[config.mk]
export PLATFORM = sky130hd
export DESIGN_NAME = mem_arbiter
export DESIGN_NICKNAME = d
export VERILOG_FILES = /design/src/rtl/mem_arbiter.sv
export SDC_FILE = /design/constraint.sdc
export NUM_CORES = 1
export LEC_CHECK = 0
export CAP_MARGIN = 20
export CORE_MARGIN = 1
export CORE_UTILIZATION = 37
export DETAILED_ROUTE_END_ITERATION = 16
export GPL_ROUTABILITY_DRIVEN = 0
export PLACE_DENSITY = 0.82
export SLEW_MARGIN = 5
export SYNTH_ARGS = -nofsm -noshare
export SYNTH_HDL_FRONTEND = slang
export SYNTH_SLANG_ARGS = --single-unit
[constraint.sdc]
create_clock -name clk -period 2.6 [get_ports clk]
set_clock_uncertainty 0.2 [all_clocks]
set_input_delay 0.52 -clock clk [delete_from_list [all_inputs] [get_ports clk]]
set_output_delay 0.52 -clock clk [all_outputs]
set_load 0.01 [all_outputs]
[src/rtl/mem_arbiter.sv]
// Two-port (instruction/data) arbiter onto a single shared memory port.
// Data requests win by default; a bounded starve counter guarantees fetch progress.
module mem_arbiter #(
    parameter int STARVE_LIMIT = 4
) (
    input  logic        clk,
    input  logic        rst,
    input  logic [31:0] imem_addr,
    input  logic [3:0]  imem_rmask,
    output logic [31:0] imem_rdata,
    output logic        imem_resp,
    input  logic [31:0] dmem_addr,
    input  logic [3:0]  dmem_rmask,
    input  logic [3:0]  dmem_wmask,
    input  logic [31:0] dmem_wdata,
    output logic [31:0] dmem_rdata,
    output logic        dmem_resp,
    output logic [31:0] mem_addr,
    output logic [3:0]  mem_rmask,
    output logic [3:0]  mem_wmask,
    output logic [31:0] mem_wdata,
    input  logic [31:0] mem_rdata,
    input  logic        mem_resp,
    output logic        error
);

    localparam int CNT_W = $clog2(STARVE_LIMIT + 1);
    localparam logic [CNT_W-1:0] LIMIT = CNT_W'(STARVE_LIMIT);

    typedef enum logic [1:0] {IDLE, I_BUSY, D_BUSY} state_t;

    state_t           state_reg, state_next;
    logic [CNT_W-1:0] starve_reg, starve_next;
    logic             error_reg, error_next;
    logic [31:0]      addr_reg, addr_next;
    logic [31:0]      wdata_reg, wdata_next;
    logic [3:0]       rmask_reg, rmask_next;
    logic [3:0]       wmask_reg, wmask_next;

    logic i_pend, d_pend, grant_i, grant_d, busy;

    assign i_pend  = |imem_rmask;
    assign d_pend  = |(dmem_rmask | dmem_wmask);
    assign grant_i = i_pend && (!d_pend || (starve_reg == LIMIT));
    assign grant_d = d_pend && !grant_i;

    always_ff @(posedge clk or negedge rst) begin
        if (!rst) begin
            state_reg  <= IDLE;
            starve_reg <= '0;
            error_reg  <= 1'b0;
            addr_reg   <= '0;
            wdata_reg  <= '0;
            rmask_reg  <= '0;
            wmask_reg  <= '0;
        end else begin
            state_reg  <= state_next;
            starve_reg <= starve_next;
            error_reg  <= error_next;
            addr_reg   <= addr_next;
            wdata_reg  <= wdata_next;
            rmask_reg  <= rmask_next;
            wmask_reg  <= wmask_next;
        end
    end

    always_comb begin
        state_next  = state_reg;
        starve_next = starve_reg;
        error_next  = error_reg;
        addr_next   = addr_reg;
        wdata_next  = wdata_reg;
        rmask_next  = rmask_reg;
        wmask_next  = wmask_reg;
        case (state_reg)
            IDLE: begin
                // A response with nothing outstanding is a memory-side protocol fault.
                if (mem_resp) error_next = 1'b1;
                if (grant_i) begin
                    state_next  = I_BUSY;
                    addr_next   = imem_addr;
                    rmask_next  = imem_rmask;
                    wmask_next  = '0;
                    wdata_next  = '0;
                    starve_next = '0;
                end else if (grant_d) begin
                    state_next = D_BUSY;
                    addr_next  = dmem_addr;
                    rmask_next = dmem_rmask;
                    wmask_next = dmem_wmask;
                    wdata_next = dmem_wdata;
                    if (!i_pend)
                        starve_next = '0;
                    else if (starve_reg != LIMIT)
                        starve_next = starve_reg + 1'b1;
                    if ((|dmem_rmask) && (|dmem_wmask)) error_next = 1'b1;
                end
            end
            I_BUSY, D_BUSY: begin
                if (mem_resp) state_next = IDLE;
            end
            default: state_next = IDLE;
        endcase
    end

    assign busy       = (state_reg != IDLE);
    assign mem_addr   = busy ? addr_reg  : 32'h0;
    assign mem_wdata  = busy ? wdata_reg : 32'h0;
    assign mem_rmask  = busy ? rmask_reg : 4'h0;
    assign mem_wmask  = busy ? wmask_reg : 4'h0;

    assign imem_resp  = mem_resp && (state_reg == I_BUSY);
    assign dmem_resp  = mem_resp && (state_reg == D_BUSY);
    assign imem_rdata = imem_resp ? mem_rdata : 32'h0;
    assign dmem_rdata = dmem_resp ? mem_rdata : 32'h0;
    assign error      = error_reg;

endmodule

# == Word-level counts from Yosys, hierarchy flattened ==
# Index checks and enable logic that the tools add are counted.
# Widths: inputs -> output; s select.
# totals
ff_bits,78
elab_cells,61
out_inout_bits,139
inputBits,143
# op_classes
bitwise_logic,1
n_reduce_logical,19
n_eq_ne,7
n_mux,26
addsub,1
# ops
cell,count
$mux 32,8
$mux 4,6
$reduce_or 4->1,4
$mux 3,4
$mux 2,3
$ne 3x3->1 const B,2
$logic_and 1x1->1,5
$mux 1,4
$or 4x4->4,1
$pmux 2 s2,1
$reduce_and 2->1,2
$reduce_bool 2->1,2
$add 3x1->3 const B,1
$eq 3x3->1 const B,1
$ne 3x1->1 const B,1
$reduce_and 3->1,1
$eq 2x1->1 const B,1
$eq 2x2->1 const B,1
$logic_not 1->1,2
$logic_not 2->1,1
$ne 2x2->1 const B,1
$reduce_or 2->1,1
$logic_or 1x1->1,1

# == Longest topological paths before layout ==
# depth
depth_word,10
depth_mapped,8
depth_no_buf,6

# == Worst setup path after synthesis ==
# Ideal clock, no wire load.
# synth_timing
kind,input to register
start,input imem_rmask[1]
end,register addr_reg[10]
slack_ns,0.287
n_path_buf,2
required_ns,2.277
setup_ns,0.123
path_stages,6
t_arrival_ns,1.990
cell_sequence,buf_2 > or4_4 > o31ai_4 > buf_2 > nand2b_1 > o221a_2
# synth_via
elab_chain_len,6
word_cells_on_any_way,7
cone_classes,mux (1); reduce/logical (6)
# synth_rtl
element,line_no,rtl
from (decl),9,"input logic [3:0] imem_rmask,"
$reduce_or 4->1 *,42,assign i_pend = |imem_rmask;
$logic_and 1x1->1 *,44,assign grant_i = i_pend && (!d_pend || (starve_reg == LIMIT));
$logic_not 1->1,45,assign grant_d = d_pend && !grant_i;
$logic_and 1x1->1,45,
$reduce_bool 2->1 (no source line),--,
$reduce_and 2->1 (no source line),--,
to (signal assigned),60,addr_reg <= addr_next;
to (decl),35,"logic [31:0] addr_reg, addr_next;"
# Every way passes the cells marked *; elsewhere a longest branch is shown, timed or not.
# A chain may end at the register's enable or synchronous reset.

# == Final worst setup path ==
# layout_timing
start,register state_reg[0]
end,output mem_addr[2]
# layout_via
elab_chain_len,2
# layout_rtl
element,line_no,rtl
from (decl),32,"state_t state_reg, state_next;"
from (signal assigned),57,state_reg <= state_next;
$reduce_bool 2->1,106,assign busy = (state_reg != IDLE);
$mux 32,107,assign mem_addr = busy ? addr_reg : 32'h0;
to (decl),18,"output logic [31:0] mem_addr,"
# Every way passes these cells.

==> flow_metrics.tcl <==
set metrics [dict create \
    core_sq_um 11500 \
    synth_cell_type_count 37 \
    drtPass1Iterations 5 \
    grt_overflow 0 \
    die_area_sq_um 12300 \
    routed_via_density 5.27 \
    cts_max_level 3 \
    synth_warnings 0 \
    port_buffers 281 \
    yosysSeqAreaShare 0.446 \
    worstPathArrival_ns 1.87 \
    num_rows 39 \
    grt.total_usage 0.239 \
    worstSkewPairLatency_ns 0.33 \
    p_leak_nw 4.60 \
    antenna_found_initial 0 \
    wl_per_cell_um 17.8 \
    die_y_um 111 \
    worst_setup_path_end_kind "primary output" \
    syn_area_sq_um 4380 \
    crit_required_ns 1.88 \
    finalHoldViolCount 0 \
    status "finished, final reports clean" \
    syn_inst 422 \
    cts.path.max_buffers 2 \
    period_share 0.996 \
    cts_tree "built" \
    routed_wl_mm 15.2 \
    setup_viol 0 \
    clock.fmax_mhz 386 \
    cap_viol_max_count 0 \
    crit_fanout 47 \
    start_util 0.382 \
    grt_pass1_wl_mm 23.4 \
    power_density_nw_per_um2 1100 \
    synth_nets 570 \
    path_class "flip-flop to primary output" \
    drtIter0Drc 252 \
    n_antenna_cell 0 \
    worst_pin_slew_ns 0.918 \
    ys_seq_elements 78 \
    drive_above_1_share 0.135 \
    via_count 4497 \
    dp.cells 830 \
    irDropWorstVdd_v 0.000642 \
    clk_pin_slew_ns 0.07 \
    final_cells 854 \
    fill_cells 843 \
    startpoint_type "flip-flop" \
    drt.antenna.violating_nets 0 \
    die_w_um 111 \
    grt_pass1_vias 4496 \
    hpwl_mm 10.8 \
    drcViolationCount 0 \
    cts_buffers 9 \
    grt_max_degree 48 \
    io-pin-count 282 \
    area_growth_pct 84.1 \
    syn_area_per_cell_sq_um 10.4 \
    min_period_ns 2.59 \
    cts.sinks 78 \
    regArea_sq_um 1950 \
    rsz0062_at_grt "true" \
    multi_input_comb_area_sq_um 2210 \
    p_total_mw 8.90 \
    tns_ns 0 \
    clk_root_buffer_cell "clkbuf_16" \
    slew_viol_final 0 \
    slew_headroom 0.386 \
    final_nets 854 \
    hp-class "flip-flop to flip-flop" \
]
power breakdown:
group | internal, mW | leakage [nW] | switching [mW]
Sequential | 1.83 | 0.918 | 0.292
Combinational | 3.05 | 3.52 | 2.44
Clock | 0.759 | 0.152 | 0.533
Total | 5.64 | 4.60 | 3.26
worst paths after layout:
| check | from | cells past startpoint | endpoint | slack [ns] |
|---|---|---|---|---|
| setup / recovery | state_reg[0] | 5 | mem_addr[2] | 0.01 |
| hold / removal | error | 1 | error | 0.26 |
| setup reg to reg | state_reg[0] | 6 | wmask_reg[0] | 0.33 |
| min in group asynchronous | rst | 2 | addr_reg[4] | 0.50 |
| max in group asynchronous | rst | 3 | wmask_reg[1] | 1.11 |
| hold reg to reg | error | 1 | error | 0.26 |
cell usage after synthesis (all sizes together):
cell type	n	share of area
clkbuf	27	0.023
o221a	32	0.082
nand2	10	0.0086
o31ai	6	0.013
o21ai	7	0.0089
o41a	1	0.0026
nor2b	73	0.10
ha	5	0.014
o22ai	5	0.0071
or2	1	0.0014
nor2	2	0.0017
a21oi	4	0.0054
nor3	1	0.0011
nand3	1	0.0023
a22oi	4	0.0069
a21o	1	0.0017
or4	3	0.0060
dfrtp	78	0.45
a22o	38	0.076
a31o	1	0.0020
or2b	4	0.0069
inv	4	0.0034
nor4	1	0.0014
and3	64	0.091
buf	16	0.033
nand3b	1	0.0017
nand2b	28	0.040
and2	3	0.0043
mux2	1	0.0026
layout by cell type, fill, tap and decap left out, types with 8 or more instances in the layout:
| master | count |
|---|---|
| nor2b_1 | 73 |
| clkdlybuf4s50_1 | 196 |
| nand2b_1 | 28 |
| dfrtp_1 | 78 |
| o221a_2 | 31 |
| buf_4 | 21 |
| and3_1 | 64 |
| clkbuf_16 | 9 |
| dlygate4sd2_1 | 9 |
| buf_12 | 8 |
| a22o_1 | 38 |
| dlymetal6s2s_1 | 74 |
| nand2_1 | 10 |
critical path, cell delays in order, from the launching register on:
cell	delay [ns]
dfrtp_1	0.36
inv_2	0.08
ha_4	0.19
buf_12	0.18
nor2b_1	0.15
clkdlybuf4s50_1	0.55
through the flow:
stage | hold WS (ns) | util | setup WS [ns] | area [sq um]
6_report | 0.264 | 0.703 | 0.00968 | 8060
5_1_grt | 0.289 | 0.703 | -0.0502 | 8060
4_1_cts | 0.273 | 0.685 | 0.00626 | 7860
3_5_place_dp | 0.251 | 0.649 | -0.247 | 7450
3_3_place_gp | 0.249 | 0.649 | -0.203 | 7450
2_1_floorplan | 0.0244 | - | 0.287 | 4380
repair_timing:
action                     4_1_cts  5_1_grt
hold endpoints to repair        35        0
gates cloned                     3        0
gates resized for setup         21       77
hold buffers                     1        0
setup endpoints to repair       87      102
setup buffers                    3        1
layout make-up:
| cell class | instances | share of cell area |
|---|---|---|
| multi-input combinational | 297 | 0.275 |
| timing repair buffer | 316 | 0.421 |
| clock inverter | 7 | 0.0101 |
| sequential | 78 | 0.242 |
| clock buffer | 9 | 0.0279 |
| inverter | 4 | 0.00186 |
| tap | 143 | 0.0222 |
metal layers:
metal	vias up	part of all wire	global-route usage
li1	2101	-	-
met1	2168	0.38	0.263
met2	208	0.53	0.438
met3	20	0.077	0.0700
met4	0	0.018	0.0791
met5	-	0	0
logic make-up (layout without fill, tap and decap cells):
logic type	Yosys count	in the layout	synth area share
AOI/OAI and AO/OA	99	99	0.206
adders and majority gates	5	5	0.0143
buffers and inverters	47	336	0.0595
DFF	78	78	0.446
muxes	1	1	0.00257
and+or+nand+nor	192	192	0.271
Power figures use the tool's default switching activity.
